<file path="config.mk">
export PLATFORM = sky130hd
export DESIGN_NAME = seq_multiplier
export DESIGN_NICKNAME = d
export VERILOG_FILES = /design/src/rtl/seq_multiplier_pkg.sv /design/src/rtl/mul_add_stage.sv /design/src/rtl/seq_multiplier.sv
export SDC_FILE = /design/constraint.sdc
export NUM_CORES = 1
export LEC_CHECK = 0
export CAP_MARGIN = 20
export CELL_PAD_IN_SITES_DETAIL_PLACEMENT = 0
export CELL_PAD_IN_SITES_GLOBAL_PLACEMENT = 1
export CORE_UTILIZATION = 43
export CTS_BUF_LIST = sky130_fd_sc_hd__clkbuf_4
export DETAILED_ROUTE_END_ITERATION = 10
export PLACE_DENSITY_LB_ADDON = 0.1
export SLEW_MARGIN = 20
export SYNTH_ARGS = -nofsm -noshare
export SYNTH_HDL_FRONTEND = slang
export SYNTH_SLANG_ARGS = --single-unit
</file>
<file path="constraint.sdc">
create_clock -name clk -period 4.3 [get_ports clk]
set_input_delay 1.075 -clock clk [delete_from_list [all_inputs] [get_ports clk]]
set_output_delay 1.075 -clock clk [all_outputs]
set_load 0.01 [all_outputs]
</file>
<file path="src/rtl/seq_multiplier_pkg.sv">
// Shared definitions for the sequential shift-add multiplier.
//   state_t        FSM state encoding (S_IDLE=0, S_RUN=1)
//   DEFAULT_WIDTH  default operand width used by seq_multiplier
// The signed-operand option is controlled by the MUL_SIGNED_EN macro. It is
// left undefined by default, which gives the unsigned-only build.
package seq_multiplier_pkg;

    typedef enum logic {
        S_IDLE = 1'b0,
        S_RUN  = 1'b1
    } state_t;

    localparam int DEFAULT_WIDTH = 8;

endpackage

</file>
<file path="src/rtl/mul_add_stage.sv">
// Combinational WIDTH-bit adder that keeps the carry-out.
// It is kept separate so the ALU can reuse it.
//   x    in   WIDTH     first addend
//   y    in   WIDTH     second addend
//   sum  out  WIDTH+1   {carry, sum}
module mul_add_stage #(
    parameter int WIDTH = 8
) (
    input  logic [WIDTH-1:0] x,
    input  logic [WIDTH-1:0] y,
    output logic [WIDTH:0]   sum
);

    assign sum = {1'b0, x} + {1'b0, y};

endmodule

</file>
<file path="src/rtl/seq_multiplier.sv">
// Multi-cycle shift-add multiplier. It forms one partial product per clock.
// The result is held until the next operation completes.
//   clk        in   1         rising-edge clock
//   rst        in   1         synchronous reset, active-high
//   start      in   1         request, accepted only in IDLE
//   a, b       in   WIDTH     operands, sampled on the accepting edge
//   signed_op  in   1         (MUL_SIGNED_EN only) treat a/b as two's complement
//   busy       out  1         high while an operation runs
//   done       out  1         one-cycle pulse when product/zero update
//   product    out  2*WIDTH   registered result
//   zero       out  1         registered (product == 0)
// Build option: define MUL_SIGNED_EN to add signed_op and the signed path.
//
// state  | meaning
// S_IDLE | waiting for start; product/zero held
// S_RUN  | one shift-add iteration per edge; cnt counts down to 1
module seq_multiplier
    import seq_multiplier_pkg::*;
#(
    parameter int WIDTH = DEFAULT_WIDTH
) (
    input  logic               clk,
    input  logic               rst,
    input  logic               start,
    input  logic [WIDTH-1:0]   a,
    input  logic [WIDTH-1:0]   b,
`ifdef MUL_SIGNED_EN
    input  logic               signed_op,
`endif
    output logic               busy,
    output logic               done,
    output logic [2*WIDTH-1:0] product,
    output logic               zero
);

    localparam int CNT_W = $clog2(WIDTH + 1);
    localparam logic [CNT_W-1:0] CNT_LOAD = CNT_W'(WIDTH);
    localparam logic [CNT_W-1:0] CNT_LAST = CNT_W'(1);

    state_t             state;
    state_t             state_next;
    logic               load;
    logic               finish;

    logic [2*WIDTH-1:0] acc;
    logic [2*WIDTH-1:0] acc_step;
    logic [2*WIDTH-1:0] result;
    logic [WIDTH-1:0]   mcand;
    logic [WIDTH-1:0]   addend;
    logic [WIDTH-1:0]   a_load;
    logic [WIDTH-1:0]   b_load;
    logic [WIDTH:0]     sum;
    logic [CNT_W-1:0]   cnt;

`ifdef MUL_SIGNED_EN
    logic neg;
    logic neg_load;

    // Magnitudes are held as unsigned WIDTH-bit values.
    // The most-negative operand therefore becomes 2^(WIDTH-1) without overflow.
    always_comb begin
        a_load   = a;
        b_load   = b;
        neg_load = 1'b0;
        if (signed_op) begin
            if (a[WIDTH-1]) a_load = -a;
            if (b[WIDTH-1]) b_load = -b;
            neg_load = a[WIDTH-1] ^ b[WIDTH-1];
        end
    end

    assign result = neg ? -acc_step : acc_step;
`else
    assign a_load = a;
    assign b_load = b;
    assign result = acc_step;
`endif

    // One iteration: add mcand into the upper half when the current multiplier
    // bit (acc[0]) is set. Then shift right. The carry becomes the new MSB.
    assign addend = acc[0] ? mcand : '0;

    mul_add_stage #(
        .WIDTH (WIDTH)
    ) u_add (
        .x   (acc[2*WIDTH-1:WIDTH]),
        .y   (addend),
        .sum (sum)
    );

    assign acc_step = {sum, acc[WIDTH-1:1]};
    assign busy     = (state == S_RUN);

    always_ff @(posedge clk) begin
        if (rst) state <= S_IDLE;
        else     state <= state_next;
    end

    always_comb begin
        state_next = state;
        load       = 1'b0;
        finish     = 1'b0;
        case (state)
            S_IDLE: begin
                if (start) begin
                    load       = 1'b1;
                    state_next = S_RUN;
                end
            end
            S_RUN: begin
                if (cnt == CNT_LAST) begin
                    finish     = 1'b1;
                    state_next = S_IDLE;
                end
            end
            default: state_next = S_IDLE;
        endcase
    end

    always_ff @(posedge clk) begin
        if (rst) begin
            acc     <= '0;
            mcand   <= '0;
            cnt     <= '0;
            product <= '0;
            zero    <= 1'b1;
            done    <= 1'b0;
`ifdef MUL_SIGNED_EN
            neg     <= 1'b0;
`endif
        end else begin
            done <= finish;
            if (load) begin
                acc   <= {{WIDTH{1'b0}}, b_load};
                mcand <= a_load;
                cnt   <= CNT_LOAD;
`ifdef MUL_SIGNED_EN
                neg   <= neg_load;
`endif
            end else if (state == S_RUN) begin
                acc <= acc_step;
                cnt <= cnt - CNT_LAST;
            end
            if (finish) begin
                product <= result;
                zero    <= (result == '0);
            end
        end
    end

endmodule

</file>
## After elaboration in Yosys (flattened, before gate mapping)

Index checks and enable logic that the tools add are counted.

| word-level totals | value |
|---|---|
| register bits | 47 |
| bits of input ports | 19 |

| cells by class | value |
|---|---|
| add/sub/neg operators | 2 |
| eq/ne operators | 1 |
| mux-type cells | 11 |
| bitwise logic cells | 1 |
| reduce and logical (&&, ||, !) cells | 3 |

Operators by type and width:

| operator | count |
|---|---|
| $mux 8 | 3 |
| $logic_not 16->1 | 1 |
| $add 8x8->9 | 1 |
| $mux 4 | 2 |
| $mux 1 | 5 |
| $eq 4x1->1 const B | 1 |
| $sub 4x1->4 const B | 1 |
| $pmux 1 s2 | 1 |
| $reduce_bool 2->1 | 1 |
| $reduce_or 2->1 | 1 |
| $not 1->1 | 1 |

## Longest topological paths before layout

Gate-level depths: netlist of run 1.

| depth | value |
|---|---|
| word-level depth | 4 |
| depth in mapped cells | 9 |
| gate-level depth less buffers | 9 |

## Cells and area by module

From an unflattened synthesis of run 1, not the netlist that was laid out.

| unflattened totals | value |
|---|---|
| cells, all modules | 218 |
| area total of the unflattened synthesis | 2145.8 µm² |

Modules (own cells, without submodules):

| module | times used | cells each | area an instance (µm²) |
|---|---|---|---|
| seq_multiplier | 1 | 176 | 1821.7 |
| mul_add_stage | 1 | 42 | 324.1 |

## Least setup slack after synthesis of run 1

Ideal clock, no wire load.

| timing path | value |
|---|---|
| kind | register -> register |
| from | register acc[0] |
| to | register zero |
| data arrival time | 2.170 ns |
| required time | 4.184 ns |
| slack | 2.014 ns |
| stages on the path, launching flop included | 10 |
| clock period less this slack | 2.286 ns |
| cells stage by stage | dfxtp_1 > and2_1 > ha_1 > fa_1 > a211oi_1 > nor2_1 > o31ai_1 > a21boi_2 > nor3_2 > a41o_1 |

| on the way | value |
|---|---|
| cells in the longest elaborated chain, start to end | 3 |

Ends and longest elaborated chain:

| what | RTL line | source |
|---|---|---|
| start, declared | seq_multiplier.sv:45 | `logic [2*WIDTH-1:0] acc;` |
| start signal, assigned | seq_multiplier.sv:134 | `acc <= {{WIDTH{1'b0}}, b_load};` |
| start signal, assigned | seq_multiplier.sv:141 | `acc <= acc_step;` |
| $mux 8 | seq_multiplier.sv:81 | `assign addend = acc[0] ? mcand : '0;` |
| $add 8x8->9 | mul_add_stage.sv:14 | `assign sum = {1'b0, x} + {1'b0, y};` |
| $logic_not 16->1 | seq_multiplier.sv:146 | `zero <= (result == '0);` |
| end signal, assigned | seq_multiplier.sv:146 |  |
| end, declared | seq_multiplier.sv:33 | `output logic zero` |

Every way passes these cells.
A chain may end at the register's enable or synchronous reset.

## Worst setup path in the final report of run 1

| timing path | value |
|---|---|
| from | register state, in the netlist busy |
| to | output port busy |

RTL lines:

| what | RTL line | source |
|---|---|---|
| start, declared | seq_multiplier.sv:40 | `state_t state;` |
| start signal, assigned | seq_multiplier.sv:96 | `else state <= state_next;` |
| end, declared | seq_multiplier.sv:30 | `output logic busy,` |

No word-level cell between the ends.

==> results of run 1 <==
-- layer usage --
layer | vias to the layer above | wire [um]
met3 | 4 | 145
met1 | 805 | 2280
met5 | - | 0
met4 | 0 | 45
met2 | 31 | 2030
li1 | 934 | -
-- final cells by class --
| type | instances | area (sq um) |
|---|---|---|
| clock buffers | 5 | 37.5 |
| clock inverters | 3 | 15.0 |
| fillers | 485 | 2160 |
| inverters | 2 | 7.51 |
| multi-input cells | 192 | 1150 |
| flip-flops and latches | 47 | 941 |
| well taps | 67 | 83.8 |
| repair buffers | 39 | 385 |
-- metrics by stage --
| step | cells | hold slack, ns |
|---|---|---|
| 2_1_floorplan | 256 | 0.432 |
| 3_3_place_gp | 347 | 0.442 |
| 3_5_place_dp | 347 | 0.446 |
| 4_1_cts | 355 | 0.465 |
| 5_1_grt | 355 | 0.479 |
| 6_report | 355 | 0.461 |
-- registers in the layout, summed over array words and instances, names as in the netlist --
register and cells:
busy 1, product 16, mcand 8, zero 1, acc 16, cnt 4
done 1
-- placed cells by master (no fill, tap or decap), types with 2 or more instances in the layout --
| cell | count |
|---|---|
| o21ai_0 | 3 |
| xor2_1 | 2 |
| a21o_1 | 3 |
| dfxtp_1 | 47 |
| buf_4 | 2 |
| xnor2_1 | 4 |
| clkdlybuf4s50_1 | 37 |
| and2_1 | 8 |
| o22ai_1 | 2 |
| a211oi_2 | 2 |
| nand2b_1 | 5 |
| inv_1 | 2 |
| nor2_1 | 36 |
| nor3_1 | 6 |
| clkbuf_4 | 5 |
| ha_1 | 10 |
| clkinv_2 | 3 |
| mux2i_1 | 13 |
| nand2_1 | 43 |
| a211oi_1 | 8 |
| a21oi_1 | 31 |
-- power by group through the flow --
stage,logic (mW),registers (mW),clock network (mW)
2_1_floorplan,0.0687,0.472,0
3_3_place_gp,0.104,0.475,0
3_5_place_dp,0.104,0.475,0
4_1_cts,0.104,0.465,0.212
5_1_grt,0.116,0.468,0.229
6_report,0.104,0.465,0.204
-- worst max-delay path, delay by kind of cell, from the launching register on --
kind / cells / cell delay [ns]
buffers and inverters: 2 / 0.98
flip-flops: 1 / 0.34
-- final timing paths --
check	to	slack, ns	start	cells past startpoint
max reg2reg	zero$_SDFFE_PP1P_	1.59	acc[0]$_SDFFE_PP0P_	9
min	mcand[7]$_SDFFE_PP0P_	0.46	mcand[7]$_SDFFE_PP0P_	2
min reg2reg	mcand[7]$_SDFFE_PP0P_	0.46	mcand[7]$_SDFFE_PP0P_	2
max	busy	1.56	busy$_SDFF_PP0_	2
-- cells by family (layout without fill, tap and decap cells) --
family,after synthesis,after routing,synth area share (%)
simple gates,106,106,21.9
compound gates,56,56,16.3
mux,13,13,6.02
fa+ha+maj,11,11,6.71
xor+xnor,6,6,2.43
buf+inv,17,49,3.18
flops,47,47,43.5
==> metrics.yaml, run 1 <==
hp-class: "flop to flop"
p_total_mw: 0.773
max-cap-violations: 0
worstPathMaxFanout: 39
grt_util_met1_pct: 24.3
antenna_found_initial: 0
final_util_pct: 54.8
clock_power_share_pct: 26.4
rows: 25
final_net_count: 317
cts.repair.resized: 0
setup_viol: 0
hold_viol: 0
start_util_pct: 45.2
timing.fmax_mhz: 365
fp.dieW_um: 72.9
finalSetupTns_ns: 0
cts_buffers: 5
io_buffers: 37
place_area_sq_um: 2570
grt-busiest-layer: "met2"
wl_um: 4510
drive_above_1_share_pct: 5.90
swShare_pct: 27.1
drc: 0
endpoint_kind: "primary output"
seq_area_frac_synth_pct: 43.5
ys.flop_type: "dfxtp_1"
post-route-period-util_pct: 63.7
cts_buffer_depth: 2
wl_per_cell_um: 12.7
hold_buffers: 0
peakVddDrop_uv: 187
setup_ws_ns: 1.56
required_ns: 3.22
power_frac_comb_pct: 13.4
grt_use_met3_pct: 4.83
final_cell_area_sq_um: 2620
grt_setup_unrepaired: "false"
first_pass_iters: 4
yosysUniqueCellTypes: 36
gr-total-overflow: 0
worst_pin_slew_ns: 0.655
diodes: 0
drtIter0Drc: 54
yosys-top-cells-count: "dfxtp_1 (47), nand2_1 (43), nor2_1 (36), a21oi_1 (31), mux2i_1 (13)"
critPathArrivalTime_ns: 1.66
grtUsageMet2_pct: 29.3
grt_pass1_wl_um: 7490
drtAntennaViolNets: 0
yosys.cell_count.top_type: "dfxtp_1"
p_leak_nw: 1.02
fin_skew_ns: 0.0114
grt_max_degree: 40
syn_avg_cell_area_sq_um: 8.45
critPathKind: "flop to primary output"
async_flop_share_pct: 0
status: "finished clean"
synth_warnings: 0
synth_cells: 256
crit_path_start_kind: "flop"
place_hpwl_um: 3180
htreeDepth: 2
post-cts-setup-buffers: 0
die_h_um: 72.9
internal_power_mw: 0.564
slew_headroom_pct: 56.1
area_growth_pct: 21.3
cts_tree: "yes"
clkSlewWorstSetupHoldPaths_ns: 0.14
gp_congestion: 0.871
core_sq_um: 4790
period_minus_slack_ns: 2.74
grt_usage_pct: 18.5
max_stage_delay_ns: 0.62
slowest_stage: "clkdlybuf4s50_1"
slew_violations: 0
synthTopCellsByArea: "dfxtp_1 (44%), nand2_1 (7.5%), a21oi_1 (7.2%), nor2_1 (6.3%), mux2i_1 (6.0%)"
synth_edf_count: 0
cts_sinks: 47
ctsRootBufferMaster: "clkbuf_4"
synth_largest_area_cell: "dfxtp_1"
vias_per_cell: 5.00
p_switching_mw: 0.209
routed-via-count: 1774
dieArea_sq_um: 5320
synth_top_area_share_pct: 43.5
syn_area_sq_um: 2160
synth_nets: 286
io_pins: 38
pre_cts_slack_ns: 1.29
grt_pass1_vias: 1657
critical_path.cell_chain: "buf_4 > clkdlybuf4s50_1"
synth_seq_cells: 47
clk_latency_ns: 0.36
p_per_area_nw_per_um2: 295
pwr-share-seq_pct: 60.2
Power figures use the tool's default switching activity.
==> run 2, diff against run 1 <==
--- a/config.mk
+++ b/config.mk
@@ -8,7 +8,7 @@
 export CAP_MARGIN = 20
 export CELL_PAD_IN_SITES_DETAIL_PLACEMENT = 0
 export CELL_PAD_IN_SITES_GLOBAL_PLACEMENT = 1
-export CORE_UTILIZATION = 43
+export CORE_UTILIZATION = 36
 export CTS_BUF_LIST = sky130_fd_sc_hd__clkbuf_4
 export DETAILED_ROUTE_END_ITERATION = 10
 export PLACE_DENSITY_LB_ADDON = 0.1
==> constraint.sdc (replaced) <==
create_clock -name clk -period 2.52 [get_ports clk]
set_input_delay 0.63 -clock clk [delete_from_list [all_inputs] [get_ports clk]]
set_output_delay 0.63 -clock clk [all_outputs]
set_load 0.01 [all_outputs]
==> metrics.yaml, run 2 (same netlist as run 1, synthesis figures left out) <==
status: "finished clean"  # unchanged
slowest_stage: "fa_2"  # was clkdlybuf4s50_1
post-route-period-util_pct: 92.4
hold_path.startpoint: "mcand[0]$_SDFFE_PP0P_"  # was mcand[7]$_SDFFE_PP0P_
hold_ws_ns: 0.459  # was 0.461 ns
final_util_pct: 47.6  # was 54.8%
setup_viol: 0  # unchanged
fin_skew_ns: 0.00688  # was 0.0114 ns
hold_viol: 0  # unchanged
io_buffers: 37  # unchanged
slew_headroom_pct: 64.3  # was 56.1%
ctsRootBufferMaster: "clkbuf_4"  # unchanged
slew_violations: 0  # unchanged
gp_congestion: 0.838  # was 0.871
reg2reg_slack_ns: 0.19  # was 1.59 ns
cts_tree: "yes"  # unchanged
critical_path.cell_chain: "and2_1 > ha_1 > fa_2 > a21o_1 > a211oi_2 > nor2_1 > or3_1 > nor3_2 > a41o_1"  # was buf_4 > clkdlybuf4s50_1
p_leak_nw: 1.04  # was 1.02 nW
timing.fmax_mhz: 429
hp-class: "flop to flop"  # unchanged
start_util_pct: 38.3  # was 45.2%
cp_num_buf_inv: 0  # was 2
worstPathMaxFanout: 3  # was 39
fillCellCount: 572  # was 485
required_ns: 2.83  # was 3.22 ns
cts_buffers: 5  # unchanged
p_per_area_nw_per_um2: 495  # was 295 nW/um^2
drtAntennaViolNets: 0  # unchanged
grt_max_degree: 38  # was 40
place_hpwl_um: 3470  # was 3180 um
gr-total-overflow: 0  # unchanged
r2r-end: "zero$_SDFFE_PP1P_"  # unchanged
htreeDepth: 2  # unchanged
critPathArrivalTime_ns: 2.64  # was 1.66 ns
max-cap-violations: 0  # unchanged
place_area_sq_um: 2610  # was 2570 sq um
clkSlewWorstSetupHoldPaths_ns: 0.13  # was 0.14 ns
pre_cts_slack_ns: 0.108  # was 1.29 ns
area_growth_pct: 24.2  # was 21.3%
final_net_count: 322  # was 317
whs_path_depth: 2  # unchanged
reg2reg_depth: 9  # unchanged
final_cell_area_sq_um: 2690  # was 2620 sq um
grt_pass1_wl_um: 8240  # was 7490 um
io_pins: 38  # unchanged
vias_per_cell: 5.00  # about the same
min_to: "mcand[0]$_SDFFE_PP0P_"  # was mcand[7]$_SDFFE_PP0P_
drc: 0  # unchanged
grt_usage_pct: 17.2  # was 18.5%
worst_pin_slew_ns: 0.534  # was 0.655 ns
setup_ws_ns: 0.192  # was 1.56 ns
core_sq_um: 5640  # was 4790 sq um
cts_sinks: 47  # unchanged
rows: 27  # was 25
regToRegStartpoint: "acc[0]$_SDFFE_PP0P_"  # unchanged
wl_per_cell_um: 13.6  # was 12.7 um
grt_pass1_vias: 1685  # was 1657
die_h_um: 79.5  # was 72.9 um
routed-via-count: 1825  # was 1774
top_regs: "acc: 16 flops, product: 16 flops, mcand: 8 flops"  # unchanged
dp_cells: 357  # was 347
drtIter0Drc: 81  # was 54
fp.dieW_um: 79.5  # was 72.9 um
grt_setup_unrepaired: "false"  # unchanged
dieArea_sq_um: 6320  # was 5320 sq um
final_cell_mix: "dfxtp_1 (47), nand2_1 (43), clkdlybuf4s50_1 (37)"  # unchanged
finalSetupTns_ns: 0  # unchanged
clk_latency_ns: 0.36  # about the same
cts_buffer_depth: 2  # unchanged
fin_cells: 365  # was 355
p_total_mw: 1.33  # was 0.773 mW
endpoint_kind: "flop"  # was primary output
drive_above_1_share_pct: 7.85  # was 5.90%
critPathTopFamily: "simple AND/OR/NAND/NOR gates"  # was buffers and inverters
first_pass_iters: 4  # unchanged
period_minus_slack_ns: 2.33
critPathKind: "flop to flop"  # was flop to primary output
crit_path_start_kind: "flop"  # unchanged
peakVddDrop_uv: 242  # was 187 uV
max_stage_delay_ns: 0.39  # was 0.62 ns
wl_um: 4950  # was 4510 um
final_common_cell: "dfxtp_1"  # unchanged
diodes: 0  # unchanged
antenna_found_initial: 0  # unchanged
run 2: worst min-delay path: stages (launching register included):
cell and delay, ns:
dfxtp_1 0.33, nand2_1 0.05, a21oi_1 0.05
run 2: cell type report:
type	count	area, sq um	share of cell area, %
Multi-Input combinational cell	192	1170	43.6
Sequential cell	47	941	35.0
Timing Repair Buffer	44	423	15.7
Tap cell	72	90.1	3.35
Clock buffer	6	45.0	1.68
Clock inverter	2	7.51	0.279
Inverter	2	7.51	0.279
run 2: power by group:
part	switching, mW	leakage (nW)	internal (mW)
registers	0.0220	0.383	0.771
clock network	0.237	0.0307	0.115
logic	0.0948	0.629	0.0910
total	0.354	1.04	0.977
run 2: per-layer routing:
metal	global-route usage [%]	routed length [um]	up-vias
met5	0	0	-
met1	23.2	2560	841
met3	3.66	136	7
li1	-	-	946
met2	26.6	2190	31
met4	6.36	60	0
run 2: how the worst max path moves through the flow:
| stage | cells after the start | start | endpoint | slack, ns |
|---|---|---|---|---|
| CTS | 9 | acc[0]$_SDFFE_PP0P_ | zero$_SDFFE_PP1P_ | 0.09 |
| global route | 9 | acc[0]$_SDFFE_PP0P_ | zero$_SDFFE_PP1P_ | 0.08 |
| global placement | 9 | acc[0]$_SDFFE_PP0P_ | zero$_SDFFE_PP1P_ | 0.19 |
| finish | 9 | acc[0]$_SDFFE_PP0P_ | zero$_SDFFE_PP1P_ | 0.19 |
| detailed placement | 9 | acc[0]$_SDFFE_PP0P_ | zero$_SDFFE_PP1P_ | 0.11 |
| floorplan | 9 | acc[0]$_SDFFE_PP0P_ | zero$_SDFFE_PP1P_ | 0.23 |
run 2: what timing repair did:
item	in CTS	in global routing
gates resized for setup	0	4
hold buffers	0	0
setup buffers	0	0
endpoints found under the setup margin	0	2
